`src/rtl/img_stream_source_if.sv`:
```
// Bundle of the frame source's control, pixel-RAM read port and video output.
// The source drives the read strobe/address and the video/status signals.
// The consumer side drives start/continuous and returns RAM data.
interface img_stream_source_if #(
   parameter int DATA_WIDTH = 8,
   parameter int ADDR_WIDTH = 16
);
   logic                  i_start;
   logic                  i_continuous;
   logic                  o_rd_en;
   logic [ADDR_WIDTH-1:0] o_rd_addr;
   logic [DATA_WIDTH-1:0] i_rd_data;
   logic                  o_v_sync;
   logic                  o_h_sync;
   logic [DATA_WIDTH-1:0] o_img_data;
   logic                  o_busy;
   logic                  o_frame_done;

   modport master (
      input  i_start, i_continuous, i_rd_data,
      output o_rd_en, o_rd_addr, o_v_sync, o_h_sync, o_img_data, o_busy, o_frame_done
   );

   modport slave (
      output i_start, i_continuous, i_rd_data,
      input  o_rd_en, o_rd_addr, o_v_sync, o_h_sync, o_img_data, o_busy, o_frame_done
   );
endinterface

```
`src/rtl/img_stream_source.sv`:
```
// Plays a stored frame from a sync-read pixel RAM as a v_sync/h_sync/pixel stream.
// Latency: o_h_sync/o_v_sync/o_img_data trail the FSM read strobe by 2 cycles.
// No backpressure: the stream runs free once started; start is ignored while busy.
module img_stream_source #(
   parameter int P_DATA_WIDTH = 8,
   parameter int P_IMG_WIDTH  = 256,
   parameter int P_IMG_HEIGHT = 256,
   parameter int P_ADDR_WIDTH = 16,
   parameter int P_H_BLANK    = 16,
   parameter int P_V_PORCH    = 4,
   parameter int P_V_BLANK    = 64
) (
   input logic               i_clk,
   input logic               i_rst,
   img_stream_source_if.master bus
);

   typedef enum logic [2:0] {
      IDLE    = 3'd0,
      V_LEAD  = 3'd1,
      LINE    = 3'd2,
      H_BLANK = 3'd3,
      V_TAIL  = 3'd4,
      V_BLANK = 3'd5
   } state_t;

   // One shared phase counter times every porch/blanking interval.
   localparam int PH_MAX0 = (P_V_PORCH > P_H_BLANK) ? P_V_PORCH : P_H_BLANK;
   localparam int PH_MAX  = (PH_MAX0 > P_V_BLANK) ? PH_MAX0 : P_V_BLANK;
   localparam int PH_W    = $clog2(PH_MAX + 1);
   localparam int COL_W   = $clog2(P_IMG_WIDTH);
   localparam int ROW_W   = $clog2(P_IMG_HEIGHT);

   state_t                  state;
   logic [PH_W-1:0]         phase;
   logic [COL_W-1:0]        col;
   logic [ROW_W-1:0]        row;
   logic [P_ADDR_WIDTH-1:0] addr;
   logic                    rd_en;
   logic                    v_fsm;
   logic                    busy;

   logic                    v_s1, h_s1, v_s2, h_s2;
   logic [P_DATA_WIDTH-1:0] img_q;
   logic                    done_q;

   // Frame sequencer; read strobe, v_sync and busy are registered alongside the state.
   // The address only advances between consecutive reads so it holds during blanking.
   always_ff @(posedge i_clk) begin
      if (i_rst) begin
         state <= IDLE;
         phase <= '0;
         col   <= '0;
         row   <= '0;
         addr  <= '0;
         rd_en <= 1'b0;
         v_fsm <= 1'b0;
         busy  <= 1'b0;
      end else begin
         case (state)
            IDLE: begin
               phase <= '0;
               col   <= '0;
               row   <= '0;
               addr  <= '0;
               rd_en <= 1'b0;
               v_fsm <= 1'b0;
               busy  <= 1'b0;
               if (bus.i_start) begin
                  state <= V_LEAD;
                  v_fsm <= 1'b1;
                  busy  <= 1'b1;
               end
            end
            V_LEAD: begin
               if (phase == PH_W'(P_V_PORCH - 1)) begin
                  phase <= '0;
                  rd_en <= 1'b1;
                  state <= LINE;
               end else begin
                  phase <= phase + PH_W'(1);
               end
            end
            LINE: begin
               if (col == COL_W'(P_IMG_WIDTH - 1)) begin
                  col   <= '0;
                  rd_en <= 1'b0;
                  state <= (row == ROW_W'(P_IMG_HEIGHT - 1)) ? V_TAIL : H_BLANK;
               end else begin
                  col  <= col + COL_W'(1);
                  addr <= addr + P_ADDR_WIDTH'(1);
               end
            end
            H_BLANK: begin
               if (phase == PH_W'(P_H_BLANK - 1)) begin
                  phase <= '0;
                  row   <= row + ROW_W'(1);
                  addr  <= addr + P_ADDR_WIDTH'(1);
                  rd_en <= 1'b1;
                  state <= LINE;
               end else begin
                  phase <= phase + PH_W'(1);
               end
            end
            V_TAIL: begin
               if (phase == PH_W'(P_V_PORCH - 1)) begin
                  phase <= '0;
                  v_fsm <= 1'b0;
                  state <= V_BLANK;
               end else begin
                  phase <= phase + PH_W'(1);
               end
            end
            V_BLANK: begin
               if (phase == PH_W'(P_V_BLANK - 1)) begin
                  phase <= '0;
                  if (bus.i_continuous) begin
                     row   <= '0;
                     addr  <= '0;
                     v_fsm <= 1'b1;
                     state <= V_LEAD;
                  end else begin
                     busy  <= 1'b0;
                     state <= IDLE;
                  end
               end else begin
                  phase <= phase + PH_W'(1);
               end
            end
            default: state <= IDLE;
         endcase
      end
   end

   // Two-stage output pipeline: stage 2 lines v/h up with the RAM data, which
   // arrives one cycle after the strobe; frame_done marks the v_sync falling edge.
   always_ff @(posedge i_clk) begin
      if (i_rst) begin
         v_s1   <= 1'b0;
         h_s1   <= 1'b0;
         v_s2   <= 1'b0;
         h_s2   <= 1'b0;
         img_q  <= '0;
         done_q <= 1'b0;
      end else begin
         v_s1   <= v_fsm;
         h_s1   <= rd_en;
         v_s2   <= v_s1;
         h_s2   <= h_s1;
         img_q  <= h_s1 ? bus.i_rd_data : '0;
         done_q <= v_s2 & ~v_s1;
      end
   end

   assign bus.o_rd_en      = rd_en;
   assign bus.o_rd_addr    = addr;
   assign bus.o_v_sync     = v_s2;
   assign bus.o_h_sync     = h_s2;
   assign bus.o_img_data   = img_q;
   assign bus.o_busy       = busy;
   assign bus.o_frame_done = done_q;

endmodule
```
`src/flat_wrapper.sv`:
```
// flat-port wrapper written by rule: the top's interface ports become plain ports
module img_stream_source_flat 
#(
   parameter int P_DATA_WIDTH = 8,
   parameter int P_IMG_WIDTH  = 256,
   parameter int P_IMG_HEIGHT = 256,
   parameter int P_ADDR_WIDTH = 16,
   parameter int P_H_BLANK    = 16,
   parameter int P_V_PORCH    = 4,
   parameter int P_V_BLANK    = 64
)
  (i_clk, i_rst, bus_i_start, bus_i_continuous, bus_i_rd_data, bus_o_rd_en, bus_o_rd_addr, bus_o_v_sync, bus_o_h_sync, bus_o_img_data, bus_o_busy, bus_o_frame_done);
  img_stream_source_if bus_i ();
  input logic i_clk;
  input logic i_rst;
  input wire logic [$bits(bus_i.i_start)-1:0] bus_i_start;
  input wire logic [$bits(bus_i.i_continuous)-1:0] bus_i_continuous;
  input wire logic [$bits(bus_i.i_rd_data)-1:0] bus_i_rd_data;
  output wire logic [$bits(bus_i.o_rd_en)-1:0] bus_o_rd_en;
  output wire logic [$bits(bus_i.o_rd_addr)-1:0] bus_o_rd_addr;
  output wire logic [$bits(bus_i.o_v_sync)-1:0] bus_o_v_sync;
  output wire logic [$bits(bus_i.o_h_sync)-1:0] bus_o_h_sync;
  output wire logic [$bits(bus_i.o_img_data)-1:0] bus_o_img_data;
  output wire logic [$bits(bus_i.o_busy)-1:0] bus_o_busy;
  output wire logic [$bits(bus_i.o_frame_done)-1:0] bus_o_frame_done;
  assign bus_i.i_start = bus_i_start;
  assign bus_i.i_continuous = bus_i_continuous;
  assign bus_i.i_rd_data = bus_i_rd_data;
  assign bus_o_rd_en = bus_i.o_rd_en;
  assign bus_o_rd_addr = bus_i.o_rd_addr;
  assign bus_o_v_sync = bus_i.o_v_sync;
  assign bus_o_h_sync = bus_i.o_h_sync;
  assign bus_o_img_data = bus_i.o_img_data;
  assign bus_o_busy = bus_i.o_busy;
  assign bus_o_frame_done = bus_i.o_frame_done;
  img_stream_source #(.P_DATA_WIDTH(P_DATA_WIDTH), .P_IMG_WIDTH(P_IMG_WIDTH), .P_IMG_HEIGHT(P_IMG_HEIGHT), .P_ADDR_WIDTH(P_ADDR_WIDTH), .P_H_BLANK(P_H_BLANK), .P_V_PORCH(P_V_PORCH), .P_V_BLANK(P_V_BLANK)) u_core (.i_clk(i_clk), .i_rst(i_rst), .bus(bus_i));
endmodule
```
`config.mk`:
```
export PLATFORM = sky130hd
export DESIGN_NAME = img_stream_source_flat
export DESIGN_NICKNAME = d
export VERILOG_FILES = /design/src/rtl/img_stream_source_if.sv /design/src/rtl/img_stream_source.sv /design/src/flat_wrapper.sv
export SDC_FILE = /design/constraint.sdc
export NUM_CORES = 1
export LEC_CHECK = 0
export ABC_AREA = 1
export ABC_CLOCK_PERIOD_IN_PS = 1680
export BUFFER_PORTS_ARGS = -buffer_cell sky130_fd_sc_hd__buf_2
export CORE_AREA = 2 2 104 106
export DETAILED_ROUTE_END_ITERATION = 7
export DIE_AREA = 0 0 106 108
export SYNTH_ARGS = -nofsm -noshare
export SYNTH_HDL_FRONTEND = slang
export SYNTH_SLANG_ARGS = --single-unit
```
`constraint.sdc`:
```
create_clock -name i_clk -period 1.68 [get_ports i_clk]
set_input_delay 0.336 -clock i_clk [delete_from_list [all_inputs] [get_ports i_clk]]
set_output_delay 0.336 -clock i_clk [all_outputs]
set_load 0.03 [all_outputs]
```
==> reports/results.txt <==
worst reg2reg path depth: 11
Slew Limit Fails: 0
DRT Wirelength: 8560 µm
hold crit path type: in2reg
Fin Hold WS: 0.209 ns
GRT overflow: 0
total negative slack: 0 ns
largest net degree at the start of global routing: 30
Initial Util: 31.3%
H-tree Lvls: 3
Final #Nets: 604
critical path arrival: 1.91 ns
number of I/O pins: 41
CTS Buf Count: 9
num rows: 37
post-layout minimum cycle time: 1.64 ns
overall die height: 108 µm
crit end category: register
initial antenna violation count: 0
clock skew: 0.0102 ns
Cells after Synth: 508
Logic pwr share: 42.1%
Final Cycle Share: 97.8%
Core Footprint: 0.0102 mm²
cell at the root of the clock tree: clkbuf_8
Hold Buf Count CTS: 0
Syn Nets: 524
post-route DRC violation count: 0
P_sw: 2.04 mW
Die ar.: 0.0114 mm²
final hold vios: 0
pre-CTS setup slack: -0.0408 ns
final setup vio count: 0
DR vias: 3,406
Overall Global Routing Usage: 15.2%
maximum achievable frequency: 609 MHz
CTS tree: built
hold path depth: 3
pwr dens: 1230 mW/mm²
clk_lat worst skew: 0.34 ns
layout cells sized above 1: 26.0%
Area Overhead vs Synth: 32.3%
vias in the first global route: 3,160
max_cap viols: 0
startpoint class of the critical path: register
worst relative slew slack: 63.6%
initial drt markers: 173
Distinct cells, synth: 30
Post-synth EDFFs: 0
worst setup margin: 0.0375 ns
VDD IR max: 679 µV
Die Wd: 106 µm
Vias per Instance: 4.67
detailed placer's ending HPWL: 6000 µm
mapped cell area: 0.00320 mm²
sequential area share after synthesis: 36.2%
#FFs+latches synth: 58
clock buffer depth: 2
leak pwr: 1.94 nW
PortBufs: 40
Syn Area/Cell: 6.31 µm²
total power: 5.23 mW
switching power as a share of total power: 38.9%
Antenna Cells: 0
critical path class: reg2reg
Sinks on Clock Net: 58
Critical Path RT: 1.94 ns
Routed Antenna Nets: 0
Cell Int Power: 3.20 mW
part of the power in registers: 30.3%
ys async rst share: 0%
Clk pin slew, worst setup/hold paths: 0.07 ns
dominant synthesized flop cell: dfxtp_1
unrepaired setup endpoints after global routing: yes
outcome: completed
clock share of power: 27.5%
Critical Path Fanout Max: 8
number of iterations in the first detailed-routing pass: 4
Synth Warn #: 0
Routed WL per cell: 11.7 µm
worst slew pin tran: 0.543 ns
first-pass GRT wire length: 14,200 µm
Placer Congestion: 0.902
-- cell usage after synthesis (all sizes together), types with 4 or more instances --
library cell	n	share of area, %
ha	4	1.6
nand4	12	2.3
inv	63	7.4
clkbuf	5	0.59
dfxtp	58	36
nor2	89	12
nand3	41	6.4
nor3	5	0.78
o21ai	18	2.9
a21oi	28	4.4
xnor2	5	1.4
nand2	162	20
xor2	4	1.1
-- per-stage QoR --
step           util, %  cells  cell area [µm²]
6_report          41.4    729             4240
3_5_place_dp      36.9    707             3770
4_1_cts           39.2    723             4010
2_1_floorplan        -    508             3200
5_1_grt           41.4    729             4240
3_3_place_gp      36.9    707             3770
-- cell usage in the layout (no fill, tap or decap), types with 9 or more instances in the layout --
cell type  Yosys  final
nor2_1        82     74
o21ai_0       17     16
inv_1         57     56
nand2_4        0      9
nand2_1      154    138
nand4_1       12     12
clkbuf_8       0     10
dfxtp_1       58     52
buf_4          0     32
a21oi_1       28     22
nand3_1       41     40
nand2_2        8     15
buf_2          0     40
-- layer usage --
layer	track usage, %	part of all wire [%]	up-vias
met5	0	0	-
met4	3.76	0.82	0
met3	3.13	4.9	7
met2	26.8	48	73
met1	19.0	46	1556
li1	-	-	1770
-- cell families after synthesis --
family                   count (synthesis)  synth area share (%)
AO/OA/AOI/OAI                           54                  9.29
buffers and inverters                   71                  8.79
adder cells (fa/ha/maj)                  4                  1.56
flip-flops                              58                  36.2
XOR/XNOR                                 9                  2.46
AND/OR/NAND/NOR                        312                  41.7
-- final timing paths --
path	slack [ns]	startpoint	end
setup / recovery	0.04	u_core.phase[0]	u_core.bus.o_rd_addr[4]
hold reg to reg	0.41	u_core.v_s1	u_core.bus.o_frame_done
hold / removal	0.21	bus_i_rd_data[1]	u_core.bus.o_img_data[1]
setup reg to reg	0.04	u_core.phase[0]	u_core.bus.o_rd_addr[4]
-- critical path, stage by stage, from the launching register on --
cell       delay, ns
dfxtp_2         0.36
ha_4            0.17
nand2_4         0.06
nor2_4          0.12
buf_6           0.11
nand3_2         0.06
nand2_2         0.09
nand2_4         0.07
nor2_4          0.17
clkbuf_16       0.19
nand2_1         0.05
a21oi_1         0.12
-- cell type report --
| type | instances | area (µm²) |
|---|---|---|
| Tap cell | 136 | 170 |
| Timing Repair Buffer | 76 | 508 |
| Fill cell | 1089 | 5990 |
| Inverter | 64 | 240 |
| Multi-Input combinational cell | 379 | 1930 |
| Clock buffer | 11 | 141 |
| Sequential cell | 58 | 1170 |
| Clock inverter | 5 | 77.6 |
-- sequential cells by signal, indices dropped and copies added (netlist names) --
signal and flops:
u_core.state 3, u_core.h_s1 1, u_core.v_fsm 1, u_core.bus.o_img_data 8, u_core.col 8, u_core.bus.o_rd_addr 16, u_core.bus.o_v_sync 1, u_core.bus.o_rd_en 1
u_core.bus.o_frame_done 1, u_core.phase 7, u_core.bus.o_h_sync 1, u_core.v_s1 1, u_core.row 8, u_core.bus.o_busy 1
-- repair_timing --
action                     CTS  global route
pin swaps                    1            27
setup endpoints to repair   24            33
cloned                       0             1
buffers inserted             0             5
resized for setup            3            54
-- power groups by stage --
stage / clock, mW / combinational [mW] / sequential [mW]
global placement: 0 / 1.89 / 1.59
floorplan: 0 / 1.17 / 1.68
detailed placement: 0 / 1.89 / 1.60
finish: 1.44 / 2.20 / 1.59
CTS: 1.48 / 1.91 / 1.58
global route: 1.54 / 2.43 / 1.60
Note: power is estimated with default switching activity, not from simulation.
